--- config.mk ---
export PLATFORM = sky130hd
export DESIGN_NAME = ksa_init
export DESIGN_NICKNAME = d
export VERILOG_FILES = /design/src/rtl/ksa_init.sv
export SDC_FILE = /design/constraint.sdc
export NUM_CORES = 1
export LEC_CHECK = 0
export CAP_MARGIN = 20
export CORE_UTILIZATION = 38
export DETAILED_ROUTE_END_ITERATION = 16
export GPL_TIMING_DRIVEN = 0
export PLACE_DENSITY = 0.68
export SLEW_MARGIN = 10
export SYNTH_ARGS = -nofsm -noshare
export SYNTH_HDL_FRONTEND = slang
export SYNTH_SLANG_ARGS = --single-unit
--- constraint.sdc ---
create_clock -name clk -period 7.1 [get_ports clk]
set_input_delay 2.13 -clock clk [delete_from_list [all_inputs] [get_ports clk]]
set_output_delay 2.13 -clock clk [all_outputs]
set_load 0.02 [all_outputs]
--- src/rtl/ksa_init.sv ---
// RC4 key-scheduling FSM. It drives a single-port S memory and swaps
// S[i] with S[j] for i = 0..255. Outputs are decoded combinationally
// from the registered state and the i/j/si/sj registers.
// Optional feature macro: KSA_FILL_EN. When it is defined, a FILL phase
// writes S[k] = k before the swaps. When it is undefined, S must already
// hold the identity permutation.
module ksa_init (
  input  logic        clk,
  input  logic        reset,
  input  logic        start_sig,
  input  logic [23:0] secret_key,
  input  logic [7:0]  q_data,
  output logic        finish,
  output logic        ksa_mem_handler,
  output logic [1:0]  memory_sel,
  output logic [7:0]  address,
  output logic [7:0]  data,
  output logic        wen
);

  typedef enum logic [3:0] {
    IDLE, START, FILL,
    RD_I_SETUP, RD_I_WAIT, RD_I_SAMPLE,
    ADD_J,
    RD_J_SETUP, RD_J_WAIT, RD_J_SAMPLE,
    WR_I, WR_J, INC_I, DONE
  } state_t;

  state_t     state;
  logic [7:0] i, j, si, sj;
  logic [7:0] keybyte;
  logic [7:0] i_mod3;

  // The key repeats every three bytes, so i mod 3 selects the key byte.
  assign i_mod3 = i % 8'd3;

  // Select the key byte for the current i.
  always_comb begin
    case (i_mod3)
      8'd0:    keybyte = secret_key[23:16];
      8'd1:    keybyte = secret_key[15:8];
      default: keybyte = secret_key[7:0];
    endcase
  end

  // Sequencer: state transitions and the i/j/si/sj datapath registers.
  always_ff @(posedge clk) begin
    if (reset) begin
      state <= IDLE;
      i     <= '0;
      j     <= '0;
      si    <= '0;
      sj    <= '0;
    end else begin
      case (state)
        IDLE:        if (start_sig) state <= START;
        START: begin
          i <= '0;
          j <= '0;
`ifdef KSA_FILL_EN
          state <= FILL;
`else
          state <= RD_I_SETUP;
`endif
        end
`ifdef KSA_FILL_EN
        FILL: begin
          // i wraps from 255 back to 0, which is where the swaps begin.
          i <= i + 8'd1;
          if (i == 8'hFF) state <= RD_I_SETUP;
        end
`endif
        RD_I_SETUP:  state <= RD_I_WAIT;
        RD_I_WAIT:   state <= RD_I_SAMPLE;
        RD_I_SAMPLE: begin
          si    <= q_data;
          state <= ADD_J;
        end
        ADD_J: begin
          j     <= j + si + keybyte;
          state <= RD_J_SETUP;
        end
        RD_J_SETUP:  state <= RD_J_WAIT;
        RD_J_WAIT:   state <= RD_J_SAMPLE;
        RD_J_SAMPLE: begin
          sj    <= q_data;
          state <= WR_I;
        end
        WR_I:        state <= WR_J;
        // When i == j, both writes store the same value, so S is unchanged.
        WR_J:        state <= (i == 8'hFF) ? DONE : INC_I;
        INC_I: begin
          i     <= i + 8'd1;
          state <= RD_I_SETUP;
        end
        DONE:        if (!start_sig) state <= IDLE;
        default:     state <= IDLE;
      endcase
    end
  end

  // Moore output decode of the state and the datapath registers.
  always_comb begin
    finish          = 1'b0;
    ksa_mem_handler = 1'b1;
    memory_sel      = 2'd0;
    address         = 8'd0;
    data            = 8'd0;
    wen             = 1'b0;
    case (state)
      IDLE: ksa_mem_handler = 1'b0;
      DONE: begin
        ksa_mem_handler = 1'b0;
        finish          = 1'b1;
      end
`ifdef KSA_FILL_EN
      FILL: begin
        memory_sel = 2'd1;
        address    = i;
        data       = i;
        wen        = 1'b1;
      end
`endif
      RD_I_SETUP, RD_I_WAIT, RD_I_SAMPLE: begin
        memory_sel = 2'd1;
        address    = i;
      end
      RD_J_SETUP, RD_J_WAIT, RD_J_SAMPLE: begin
        memory_sel = 2'd1;
        address    = j;
      end
      WR_I: begin
        memory_sel = 2'd1;
        address    = i;
        data       = sj;
        wen        = 1'b1;
      end
      WR_J: begin
        memory_sel = 2'd1;
        address    = j;
        data       = si;
        wen        = 1'b1;
      end
      default: ;
    endcase
  end

endmodule

Word-level counts from Yosys, hierarchy flattened --
Cells that the tools add are included.
Cells by class: muxes and demuxes 13, div/mod/pow operators 1, eq/ne operators 16, add/subtract/negate cells 3, reductions and logical operators 11
Operators with widths (number):
- $pmux 8 s2 | 5
- $pmux 4 s12 | 1
- $eq 4x4->1 const B | 6
- $add 8x8->8 | 2
- $eq 4x3->1 const B | 4
- $add 8x1->8 const B | 1
- $eq 8x1->1 const B | 1
- $eq 8x8->1 const B | 1
- $logic_not 8->1 | 1
- $mod 8x2->8 const B | 1
- $mux 4 | 2
- $reduce_or 4->1 | 2
- $reduce_or 8->1 | 1
- $reduce_or 2->1 | 3
- $mux 1 | 5
- $eq 4x1->1 const B | 1
- $eq 4x2->1 const B | 1
- $logic_not 4->1 | 1
- $ne 2x2->1 const B | 2
- $reduce_bool 2->1 | 2
- $reduce_and 2->1 | 1
Storage, ports and cells: input port bits 35, register bits 36, logic and storage cells 49, output and inout bits 21

Depth between registers and ports, before layout --
depth after elaboration 5, gate-level depth with buffers 34, gate-level depth less buffers 31

Worst setup path before layout --
OpenSTA, ideal clock, no wires.
kind register to register, from register i[3], to register j[7], period minus slack after synthesis 5492 ps, data arrival time 5364 ps, buffers on the path 2, required time 6972 ps, cell stages (with the launch flop) 33, path slack 1608 ps, library setup time 128 ps, cell sequence dfxtp_1 buf_4 buf_2 xor2_1 a21oi_1 o32a_1 nand2_1 ha_1 clkinv_1 nand3_1 or3_1 and2_1 ha_1 inv_1 o21ai_0 or3_4 xnor2_4 mux2i_1 nor2_1 a21oi_1 fa_1 inv_1 ha_1 inv_1 fa_1 nor2b_1 o21ai_0 nand2b_1 a21o_1 a21oi_1 xor2_1 nand3b_1 o211ai_1
On the way: longest elaborated chain between the ends 5, elaborated cells on any way between the ends 6, classes of those cells 1 x add/sub; 1 x div; 1 x eq/ne; 2 x mux; 1 x reduce/logical
RTL lines:
- from (decl) | line 30 | logic [7:0] i, j, si, sj;
- from (signal assigned) | line 93 | i <= i + 8'd1;
- $mod 8x2->8 (*) | line 35 | assign i_mod3 = i % 8'd3;
- $eq 8x1->1 or $logic_not 8->1 (tied branches) | line 39 | case (i_mod3)
- $pmux 8 s2 (*) | line 39
- $add 8x8->8 (*) | line 80 | j <= j + si + keybyte;
- $pmux 8 s2 (*) | line 55 | case (state)
- to (signal assigned) | line 80
- to (decl) | line 30
Every way passes the cells marked *; elsewhere a longest branch is shown, timed or not. A chain may end at the register's enable or synchronous reset.

Worst setup path in the final report --
from register i[6], to register j[7]
Same word-level chain as after synthesis.

==> results.toml <==
[floorplan]
ios = 56
start_util_pct = 39.40
die_y_um = 91.74
die_w_um = 91.74
num_rows = 32
die-area_um2 = 8416
coreArea_um2 = 7767

[worst_hold_path]
hold_depth = 2
hold_path_end = "si[6]$_SDFFE_PP0P_"
hp-start = "si[6]$_SDFFE_PP0P_"
hold_path.class = "register to register"

[yosys]
yosys_warnings = 0
synth_edf_count = 0
syn_area_um2 = 3060
synth.net_count = 459
ys_seq_elements = 36
synth_area_leaders = "dfxtp_1 (24%), mux2i_1 (9.8%), nor2_1 (7.6%)"
synth_top_flop_cell = "dfxtp_1"
avgSynthCellArea_um2 = 7.557
synth_common_cells = "nor2_1 (62), a21oi_1 (39), dfxtp_1 (36)"
syn_inst = 405
ys_seq_area_share_pct = 23.55
yosys.cell_types.count = 51
yosysTopAreaCell = "dfxtp_1"
synth.top_cell.area_share_pct = 23.55
synth.most_common_cell = "nor2_1"
async_flop_share_pct = 0

[timing]
finalSetupTns_ns = 0
period_share_pct = 88.47
hold_ws_ns = 0.4803
worst_clock_skew_ns = 0.005324
worstMarginPinSlew_ns = 0.9410
timing.slew.headroom_pct = 37.04
fin_crit_ns = 6.281
finalMaxSlewViolations = 0
rsz0062_at_grt = "false"
setup_viol = 0
fmax_mhz = 159.2
hold_viol = 0

[worst_setup_path]
r2r_cells = 33
critPathMaxStageDelay_ns = 0.48
rr_endpoint = "j[7]$_SDFFE_PP0P_"
crit_fanout = 10
critPathRequiredTime_ns = 7.27
setup.worst_path.class = "register to register"
critPathArrivalTime_ns = 6.45
ff2ff_setup_slack_ns = 0.82
start_kind = "register"
slowest_stage = "fa_1"
critPathCaptureType = "register"
r2r_start = "i[6]$_SDFFE_PP0P_"

[cells_and_area]
areaGrowthSynthToFinish_pct = 25.27
diodes = 0
layout.nets = 519
layout-drive-gt1-share_pct = 4.936
stdcell_count = 568
final_util_pct = 49.36

[routing]
detail-route-antenna-nets = 0
routedWlPerCell_um = 14.20
routed_wl_um = 8065
drt-initial-drc-count = 179
detail_route.vias_per_cell = 5.306
first_pass_iters = 4
vias = 3014
drc = 0

[power]
power-per-cell-area_nw_per_um2 = 121.6
leakage_uw = 0.001479
vdd_ir_drop_max_mv = 0.1144

[clocking]
clk_pin_slew_ns = 0.08
clock_sinks = 36
clock_latency_ns = 0.29
cts_buffer_depth = 2
root_buffer = "clkbuf_8"
cts.repair.resized = 0
cts_buffers = 5
cts_tree = "done"
postCtsSetupRepairBufs = 0
htree_levels = 2
cts_hold_buf = 0

[grt]
grt-ovfl-total = 0
busiest_layer = "met2"
grtUsageTotal_pct = 19.61
grt_max_degree = 14
grtUsageMet3_pct = 2.488
use_met2_pct = 32.39
met1_usage_pct = 27.11
first_global_vias = 2825
grt_pass1_wl_um = 13450
antenna_found_initial = 0

[outcome]
outcome = "finished, final reports clean"

[flow_run]
maxCapViolations = 0

[placed_design]
gp_congestion = 0.9134
place_inst = 560
hpwl_um = 6072
port_buffers = 53
worst max-delay path: cells and delay by family (launching register included):
family	cells	cell delay [ns]
AO/OA/AOI/OAI	12	2.06
XOR/XNOR	1	0.19
adder cells (fa/ha/maj)	5	1.28
buffers and inverters	6	0.92
AND/OR/NAND/NOR	9	1.29
flip-flops	1	0.40
worst max path at each step:
stage	start	to	slack, ns	cells after the start
after floorplan	i[3]$_SDFFE_PP0P_	j[7]$_SDFFE_PP0P_	1.61	32
after global placement	i[5]$_SDFFE_PP0P_	j[7]$_SDFFE_PP0P_	0.93	32
after detailed placement	i[6]$_SDFFE_PP0P_	j[7]$_SDFFE_PP0P_	0.83	32
after CTS	i[6]$_SDFFE_PP0P_	j[7]$_SDFFE_PP0P_	0.81	32
after global routing	i[6]$_SDFFE_PP0P_	j[7]$_SDFFE_PP0P_	0.12	33
final	i[6]$_SDFFE_PP0P_	j[7]$_SDFFE_PP0P_	0.82	33
per-stage QoR:
| step | instance area [µm²] | power (µW) | worst slack, ns |
|---|---|---|---|
| floorplan | 3060 | 247.7 | 1.608 |
| global placement | 3719 | 278.4 | 0.9255 |
| detailed placement | 3719 | 279.0 | 0.8316 |
| CTS | 3834 | 469.8 | 0.8144 |
| global route | 3834 | 482.7 | 0.1230 |
| finish | 3834 | 466.2 | 0.8186 |
layer usage:
metal / vias to the layer above / wire [µm]
met5: - / 0
met3: 10 / 395
met2: 84 / 3802
met4: 0 / 79
met1: 1389 / 3788
li1: 1531 / -
flip-flops by register name, summed over array words and instances (netlist names):
register and flops:
j 8, sj 8, state 4, si 8, i 8
logic make-up (layout without fill, tap and decap cells):
family / after synthesis / after routing / share of synthesized area (%)
adder cells (fa/ha/maj): 19 / 19 / 9.730
flip-flops: 36 / 36 / 23.55
AO/OA/AOI/OAI: 108 / 108 / 22.69
XOR/XNOR: 12 / 12 / 4.048
AND/OR/NAND/NOR: 154 / 154 / 23.96
buffers and inverters: 45 / 106 / 6.092
other: 1 / 1 / 0.1225
multiplexers: 30 / 30 / 9.812
placed cells by master, fill, tap and decap left out, drive strengths merged, types with 9 or more instances in the layout:
cell / n
buf: 11
clkdlybuf4s50: 53
clkbuf: 21
nor2: 62
a21oi: 39
nand2: 35
ha: 11
dfxtp: 36
o22ai: 9
a22oi: 14
o21ai: 15
a21o: 11
mux2i: 30
inv: 17
final cells by class:
cell class / count / area, µm²
fillers: 772 / 3934
multi-input cells: 324 / 2153
clock buffers: 5 / 68.82
flip-flops and latches: 36 / 720.7
well taps: 102 / 127.6
plain buffers: 27 / 118.9
repair buffers: 53 / 530.5
clock inverters: 3 / 46.29
inverters: 18 / 67.56
power breakdown:
group          leakage, µW  internal, µW  switching (µW)
registers         0.000290           203            1.73
logic              0.00113          34.9            34.6
clock network    0.0000548           106            85.7
No activity file was read; power rests on OpenSTA's default activity.
